<file path="src/rtl/otter_arb_pkg.sv">
// Shared types and constants for the OTTER single-port memory arbiter.
package otter_arb_pkg;

  typedef enum logic [1:0] {
    OWN_NONE = 2'd0,
    OWN_IF   = 2'd1,
    OWN_D    = 2'd2
  } rsp_owner_t;

  localparam logic [1:0] SZ_BYTE = 2'd0;
  localparam logic [1:0] SZ_HALF = 2'd1;
  localparam logic [1:0] SZ_WORD = 2'd2;

  // One memory-port transaction as seen by the macro.
  typedef struct packed {
    logic        we;
    logic [31:0] addr;
    logic [31:0] wdata;
    logic [1:0]  size;
    logic        sign;
  } mem_req_t;

endpackage

</file>
<file path="src/rtl/otter_arb_starve_ctr.sv">
// Saturating count of consecutive denied fetch cycles; fire forces a fetch grant
// once the count reaches MAX_WAIT while both requesters are waiting.
module otter_arb_starve_ctr #(
  parameter int MAX_WAIT = 4
) (
  input  logic CLK,
  input  logic RST,
  input  logic if_req,
  input  logic d_req,
  input  logic if_gnt,
  output logic fire
);

  localparam int CW = $clog2(MAX_WAIT + 1);

  logic [CW-1:0] wait_cnt;

  always_ff @(posedge CLK or posedge RST) begin
    if (RST)                      wait_cnt <= '0;
    else if (!if_req || if_gnt)   wait_cnt <= '0;
    else if (wait_cnt != CW'(MAX_WAIT)) wait_cnt <= wait_cnt + CW'(1);
  end

  assign fire = (wait_cnt == CW'(MAX_WAIT)) & if_req & d_req;

endmodule

</file>
<file path="src/rtl/otter_mem_arbiter.sv">
// Fetch/data arbiter for one synchronous memory port (1-cycle read latency).
// Define OTTER_ARB_STARVE_GUARD_EN to add the fetch starvation guard.
module otter_mem_arbiter
  import otter_arb_pkg::*;
#(
  parameter int MAX_WAIT = 4
) (
  input  logic        CLK,
  input  logic        RST,
  input  logic        if_req,
  input  logic [31:0] if_addr,
  output logic        if_gnt,
  output logic        if_rvalid,
  output logic [31:0] if_rdata,
  input  logic        d_req,
  input  logic        d_we,
  input  logic [31:0] d_addr,
  input  logic [31:0] d_wdata,
  input  logic [1:0]  d_size,
  input  logic        d_sign,
  output logic        d_gnt,
  output logic        d_rvalid,
  output logic [31:0] d_rdata,
  output logic        mem_en,
  output logic        mem_we,
  output logic [31:0] mem_addr,
  output logic [31:0] mem_wdata,
  output logic [1:0]  mem_size,
  output logic        mem_sign,
  input  logic [31:0] mem_rdata
);

  logic       fire;
  rsp_owner_t rsp_owner;
  logic [31:0] if_hold;
  mem_req_t   mreq;

`ifdef OTTER_ARB_STARVE_GUARD_EN
  otter_arb_starve_ctr #(.MAX_WAIT(MAX_WAIT)) u_starve (
    .CLK    (CLK),
    .RST    (RST),
    .if_req (if_req),
    .d_req  (d_req),
    .if_gnt (if_gnt),
    .fire   (fire)
  );
`else
  localparam int unused_max_wait = MAX_WAIT;
  assign fire = 1'b0;
`endif

  // fire already implies if_req, so the fall-through hands the port to fetch.
  always_comb begin
    if_gnt = 1'b0;
    d_gnt  = 1'b0;
    if (!RST) begin
      if (d_req && !fire) d_gnt  = 1'b1;
      else if (if_req)    if_gnt = 1'b1;
    end
  end

  always_comb begin
    mreq = '0;
    if (d_gnt) begin
      mreq.we    = d_we;
      mreq.addr  = d_addr;
      mreq.wdata = d_wdata;
      mreq.size  = d_size;
      mreq.sign  = d_sign;
    end else if (if_gnt) begin
      mreq.addr  = if_addr;
      mreq.size  = SZ_WORD;
    end
  end

  assign mem_en    = if_gnt | d_gnt;
  assign mem_we    = mreq.we;
  assign mem_addr  = mreq.addr;
  assign mem_wdata = mreq.wdata;
  assign mem_size  = mreq.size;
  assign mem_sign  = mreq.sign;

  always_ff @(posedge CLK or posedge RST) begin
    if (RST)                rsp_owner <= OWN_NONE;
    else if (if_gnt)        rsp_owner <= OWN_IF;
    else if (d_gnt && !d_we) rsp_owner <= OWN_D;
    else                    rsp_owner <= OWN_NONE;
  end

  assign if_rvalid = (rsp_owner == OWN_IF);
  assign d_rvalid  = (rsp_owner == OWN_D);

  // A stalled fetch stage keeps seeing its last instruction.
  always_ff @(posedge CLK or posedge RST) begin
    if (RST)            if_hold <= '0;
    else if (if_rvalid) if_hold <= mem_rdata;
  end

  assign if_rdata = if_rvalid ? mem_rdata : if_hold;
  assign d_rdata  = d_rvalid  ? mem_rdata : 32'h0;

endmodule

</file>
<file path="config.mk">
export PLATFORM = sky130hd
export DESIGN_NAME = otter_mem_arbiter
export DESIGN_NICKNAME = d
export VERILOG_FILES = /design/src/rtl/otter_arb_pkg.sv /design/src/rtl/otter_arb_starve_ctr.sv /design/src/rtl/otter_mem_arbiter.sv
export SDC_FILE = /design/constraint.sdc
export NUM_CORES = 1
export LEC_CHECK = 0
export BUFFER_PORTS_ARGS = -buffer_cell sky130_fd_sc_hd__buf_2
export CAP_MARGIN = 30
export CORE_AREA = 2 2 107 109
export CTS_BUF_LIST = sky130_fd_sc_hd__clkbuf_16
export DETAILED_ROUTE_END_ITERATION = 10
export DIE_AREA = 0 0 109 111
export MAX_ROUTING_LAYER = met4
export SLEW_MARGIN = 20
export SYNTH_ARGS = -nofsm -noshare
export SYNTH_HDL_FRONTEND = slang
export SYNTH_SLANG_ARGS = --single-unit
export TNS_END_PERCENT = 20
</file>
<file path="constraint.sdc">
create_clock -name CLK -period 1.6 [get_ports CLK]
set_input_delay 0.24 -clock CLK [delete_from_list [all_inputs] [get_ports CLK]]
set_output_delay 0.24 -clock CLK [all_outputs]
set_load 0.01 [all_outputs]
</file>
==> results of run 1 <==
[logic make-up (layout without fill, tap and decap cells)]
kind of cell,Yosys count,after routing
compound gates,33,33
buf+inv,23,304
flops,34,34
mux,32,32
simple gates,77,77
[power groups by stage]
stage | logic [mW] | registers (mW) | clock network, mW
6_report | 1.42 | 1.08 | 1.09
5_1_grt | 1.52 | 1.09 | 1.17
4_1_cts | 1.08 | 1.07 | 1.13
3_5_place_dp | 1.07 | 1.08 | 0
3_3_place_gp | 1.05 | 1.08 | 0
2_1_floorplan | 0.541 | 1.07 | 0
[per-stage QoR]
step	area (sq um)	instances	setup WS (ns)	total power, mW
floorplan	2150	199	0.219	1.61
global placement	3690	603	0.102	2.13
detailed placement	3690	603	0.0774	2.16
finish	4280	623	-0.236	3.59
CTS	3870	612	-0.233	3.28
global route	4280	623	-0.286	3.78
[timing repair]
| action | 4_1_cts | 5_1_grt |
|---|---|---|
| buffers inserted | 0 | 8 |
| gates cloned | 0 | 3 |
| setup endpoints to repair | 56 | 58 |
| resized for setup | 2 | 55 |
| endpoints found under the hold margin | 5 | 0 |
| hold buffers | 1 | 0 |
[layer usage]
metal,share of wire (%),vias up
met5,0,-
met1,41,1306
met4,2.5,0
met3,8.3,11
met2,48,180
li1,-,1267
[layout make-up]
| type | count | area (sq um) | share of cell area (%) |
|---|---|---|---|
| clock inverter | 3 | 40.0 | 0.936 |
| sequential | 34 | 851 | 19.9 |
| multi-input combinational | 142 | 1280 | 29.9 |
| clock buffer | 5 | 125 | 2.93 |
| timing repair buffer | 295 | 1800 | 42.1 |
| tap | 143 | 179 | 4.18 |
| inverter | 1 | 3.75 | 0.0878 |
[final timing paths]
kind | endpoint | slack, ns | depth (start not counted)
max | if_rdata[24] | -0.24 | 5
min | rsp_owner[1] | 0.13 | 2
max reg2reg | if_hold[6] | 0.17 | 5
min reg2reg | if_hold[0] | 0.50 | 1
max in group asynchronous | rsp_owner[1] | 0.61 | 4
min in group asynchronous | if_hold[13] | 0.53 | 3
[cell usage in the layout (no fill, tap or decap)]
cell type      instances
buf_2                246
and2_1                67
dfrtp_1               34
a32o_1                32
mux2_4                27
buf_6                 27
buf_4                 14
clkbuf_16              7
mux2_2                 5
buf_12                 5
nor2_1                 3
nor2b_4                2
clkinv_2               2
nor2_2                 1
nand2b_1               1
nor2b_2                1
nor2b_1                1
nand2_1                1
a21oi_1                1
inv_1                  1
bufinv_16              1
dlygate4sd3_1          1
[sequential cells by signal, indices dropped and copies added (netlist names)]
name / cells
rsp_owner: 2
if_hold: 32
[synthesized netlist by cell type]
library cell | number | area [sq um]
a21oi_1 | 1 | 5.00
a32o_1 | 32 | 320
and2_1 | 67 | 419
buf_2 | 8 | 40.0
buf_6 | 6 | 67.6
clkbuf_1 | 5 | 18.8
clkbuf_2 | 3 | 15.0
dfrtp_1 | 34 | 851
inv_1 | 1 | 3.75
mux2_2 | 32 | 360
nand2_1 | 1 | 3.75
nand2b_1 | 1 | 6.26
nor2_1 | 4 | 15.0
nor2b_1 | 4 | 25.0
==> reports/qor.yml, run 1 <==
cts:
  cts_tree: "done"
  htree_levels: 2
  cts_buffers: 5
  clock-sinks: 34
  root_buffer: "clkbuf_16"
  clkLatencyLatePin_ns: 0.28
  clockBufferDepth: 2
  clk_pin_slew_ns: 0.05
logic_synthesis:
  synthSimpleGateAreaFrac_pct: 21.8
  synth_compound_area_share_pct: 15.1
  synth_top_family_by_area: "simple AND/OR/NAND/NOR gates"
  yosys_warnings: 0
  ys_seq_area_share_pct: 39.6
  synth_cells: 199
  synthAdderAreaFrac_pct: 0
  synth_cell_type_count: 14
  synth_seq_cells: 34
  syn_nets: 335
  syn_avg_cell_area_sq_um: 10.8
  synth.area.mux_share_pct: 16.8
  synth_xor_area_share_pct: 0
  synthesis.area_sq_um: 2150
timing:
  setup_violations: 57
  finClkSkew_ns: 0.00381
  max_slew_margin_pct: 79.8
  hold_slack_ns: 0.126
  fmax_mhz: 545
  drv_slew: 0
  setup_tns_ns: -8.01
  hold_viol_final: 0
  finalCriticalPeriod_ns: 1.84
  fin_crit_sh_pct: 115
  layout_setup_ws_ns: -0.236
  rsz0062_at_grt: "yes"
  tightest_slew_ns: 0.302
cells_and_area:
  area_growth_pct: 98.8
  utilization_pct: 38.6
  diodes: 0
  fillers: 1106
  drive_gt1_share_pct: 70.4
  final_nets: 615
routing:
  wire_per_inst_microns: 17.7
  final_antenna_net_count: 0
  drt_wl_total_microns: 11100
  drt-initial-drc-count: 163
  vias: 2764
  drc_errors: 0
  dr.pass1.iters: 4
  via_per_inst: 4.44
grt:
  grt_max_degree: 52
  first_global_vias: 2596
  track_usage_pct: 16.6
  grt_pass1_wl_microns: 14600
  grt_use_met1_pct: 20.0
  antenna_found_initial: 0
  met3_usage_pct: 3.82
  top_usage_layer: "met2"
  grt_util_met2_pct: 26.9
  grt_overflow: 0
floorplanning:
  start_util_pct: 19.4
  num_rows: 39
  coreArea_sq_um: 11100
  die_width_microns: 109
  die_y_microns: 111
  die_area_sq_um: 12100
  ios: 273
power_and_ir_drop:
  powerDensity_nw_per_um2: 839
  internal-power_mw: 2.58
  power_switching_mw: 1.01
  comb_power_share_pct: 39.6
  switching_share_pct: 28.2
  leakage_nw: 2.40
  ir_worst_vdd_mv: 0.531
  power_frac_seq_pct: 30.0
  clkPwrFrac_pct: 30.4
worst_setup_path:
  path_max_fanout: 7
  cp_num_buf_inv: 3
  cp_top_family: "buffers and inverters"
  path_cells: "nor2b_4 > buf_12 > buf_12 > mux2_2 > buf_2"
  cp-end-kind: "output pin"
  start_kind: "flip-flop"
  arrival_ns: 1.60
  crit_type: "reg -> out"
  crit_path_start: "rsp_owner[1]"
  crit_top_cell: "buf_12"
  r2r_start: "rsp_owner[1]"
  cpMaxStageDelayCell: "dfrtp_1"
  cpPeakStageDelay_ns: 0.40
  cp.required_ns: 1.36
run_status:
  outcome: "finished, violations left"
  violations: "setup timing"
hold_path:
  min-delay-start: "d_we"
  hold_path.class: "in -> reg"
run:
  maxCapViolations: 0
place:
  place_congestion: 0.864
  dpl.hpwl_microns: 8750
  io_buffers: 272
(Power assumes the default switching activity.)
==> run 2, diff against run 1 <==
Settings changed: REMOVE_ABC_BUFFERS from default to 1.
==> reports/qor.yml, run 2 (synthesis gave the netlist of run 1 again) <==
timing:
  setup_tns_ns: -5.90
  fmax_mhz: 554
  fin_crit_sh_pct: 113
  setup_violations: 32
  rsz0062_at_grt: "yes"
  max_slew_margin_pct: 70.8
  hold_viol_final: 0
  finalCriticalPeriod_ns: 1.80
  layout_setup_ws_ns: -0.204
  tightest_slew_ns: 0.437
  finClkSkew_ns: 0.00274
  drv_slew: 0
cells_and_area:
  stdcell_count: 618
  final_area_sq_um: 4300
  area_growth_pct: 99.8
  final_nets: 609
  largest_register_ffs: 32
  largest_registers: "if_hold (32), rsp_owner (2)"
  regMostFlops: "if_hold"
  final_common_cell: "buf_2"
  final_cell_mix: "buf_2, and2_1, dfrtp_1"
  drive_gt1_share_pct: 69.6
power_and_ir_drop:
  finalPower_mw: 3.42
  powerDensity_nw_per_um2: 796
  leakage_nw: 2.39
  ir_worst_vdd_mv: 0.487
cts:
  hold_buffers: 0
  htree_levels: 2
  cts_buffers: 5
  clockBufferDepth: 2
  cts_tree: "done"
  clk_pin_slew_ns: 0.05
  root_buffer: "clkbuf_16"
  clkLatencyLatePin_ns: 0.27
  clock-sinks: 34
floorplanning:
  start_util_pct: 19.4
  die_y_microns: 111
  ios: 273
  die_width_microns: 109
  die_area_sq_um: 12100
  num_rows: 39
  coreArea_sq_um: 11100
grt:
  grt_overflow: 0
  antenna_found_initial: 1
  grt_max_degree: 64
  first_global_vias: 2581
  track_usage_pct: 15.1
  grt_pass1_wl_microns: 13700
worst_setup_path:
  crit_type: "reg -> out"
  arrival_ns: 1.56
  path_max_fanout: 8
  cp.required_ns: 1.36
  cp-end-kind: "output pin"
  start_kind: "flip-flop"
run_status:
  violations: "setup timing"
  outcome: "finished, violations left"
place:
  io_buffers: 272
  dpl.hpwl_microns: 7810
  place_congestion: 0.881
  post-place-cells: 599
  place_area_sq_um: 3680
routing:
  drt_wl_total_microns: 10300
  via_per_inst: 4.36
  dr.pass1.iters: 4
  drc_errors: 0
  wire_per_inst_microns: 16.7
  final_antenna_net_count: 0
  vias: 2696
  drt-initial-drc-count: 106
run:
  maxCapViolations: 0
hold_path:
  hold_path.class: "in -> async"
## run 2: worst max-delay path: stages (launching register included)
cell	delay (ns)
dfrtp_1	0.40
nor2b_4	0.14
buf_12	0.14
clkbuf_16	0.17
mux2_4	0.32
buf_6	0.12
## run 2: worst paths after layout
check	start	end	slack, ns	cells past startpoint
min in group CLK	d_we	rsp_owner[1]	0.14	2
min reg2reg	if_hold[3]	if_hold[3]	0.50	1
max in group asynchronous	RST	if_hold[21]	1.15	3
max reg2reg	rsp_owner[1]	if_hold[5]	0.20	5
min	RST	rsp_owner[1]	0.13	3
max	rsp_owner[1]	if_rdata[8]	-0.20	5
## run 2: final cells by class
cell class	count	area, sq um
antenna	1	2.50
clock buffer	5	125
clock inverter	3	11.3
fill	1104	6780
inverter	1	3.75
multi-input combinational	142	1290
sequential	34	851
tap	143	179
timing repair buffer	289	1830
## run 2: stage by stage
step	hold WS [ns]	utilization [%]	setup WS [ns]
2_1_floorplan	0.306	-	-1.19
3_3_place_gp	0.417	33.2	0.0962
3_5_place_dp	0.426	33.2	0.0780
4_1_cts	0.137	34.5	-0.199
5_1_grt	0.145	38.8	-0.264
6_report	0.125	38.8	-0.204
## run 2: power breakdown
group | internal, mW | total [mW] | switching, mW
Clock | 0.559 | 0.883 | 0.324
Sequential | 1.03 | 1.08 | 0.0502
Combinational | 0.864 | 1.46 | 0.592
## run 2: repair_timing
action | CTS | global route
gates resized for setup | 1 | 66
hold endpoints to repair | 0 | 0
buffers inserted | 0 | 6
pin swaps | 0 | 0
gates cloned | 0 | 4
endpoints found under the setup margin | 32 | 64
## run 2: layer usage
metal	vias to the layer above	routed length, microns	global-route usage [%]
li1	1262	-	-
met1	1258	3860	17.0
met2	164	5200	25.0
met3	12	1090	4.70
met4	0	195	5.04
met5	-	0	-
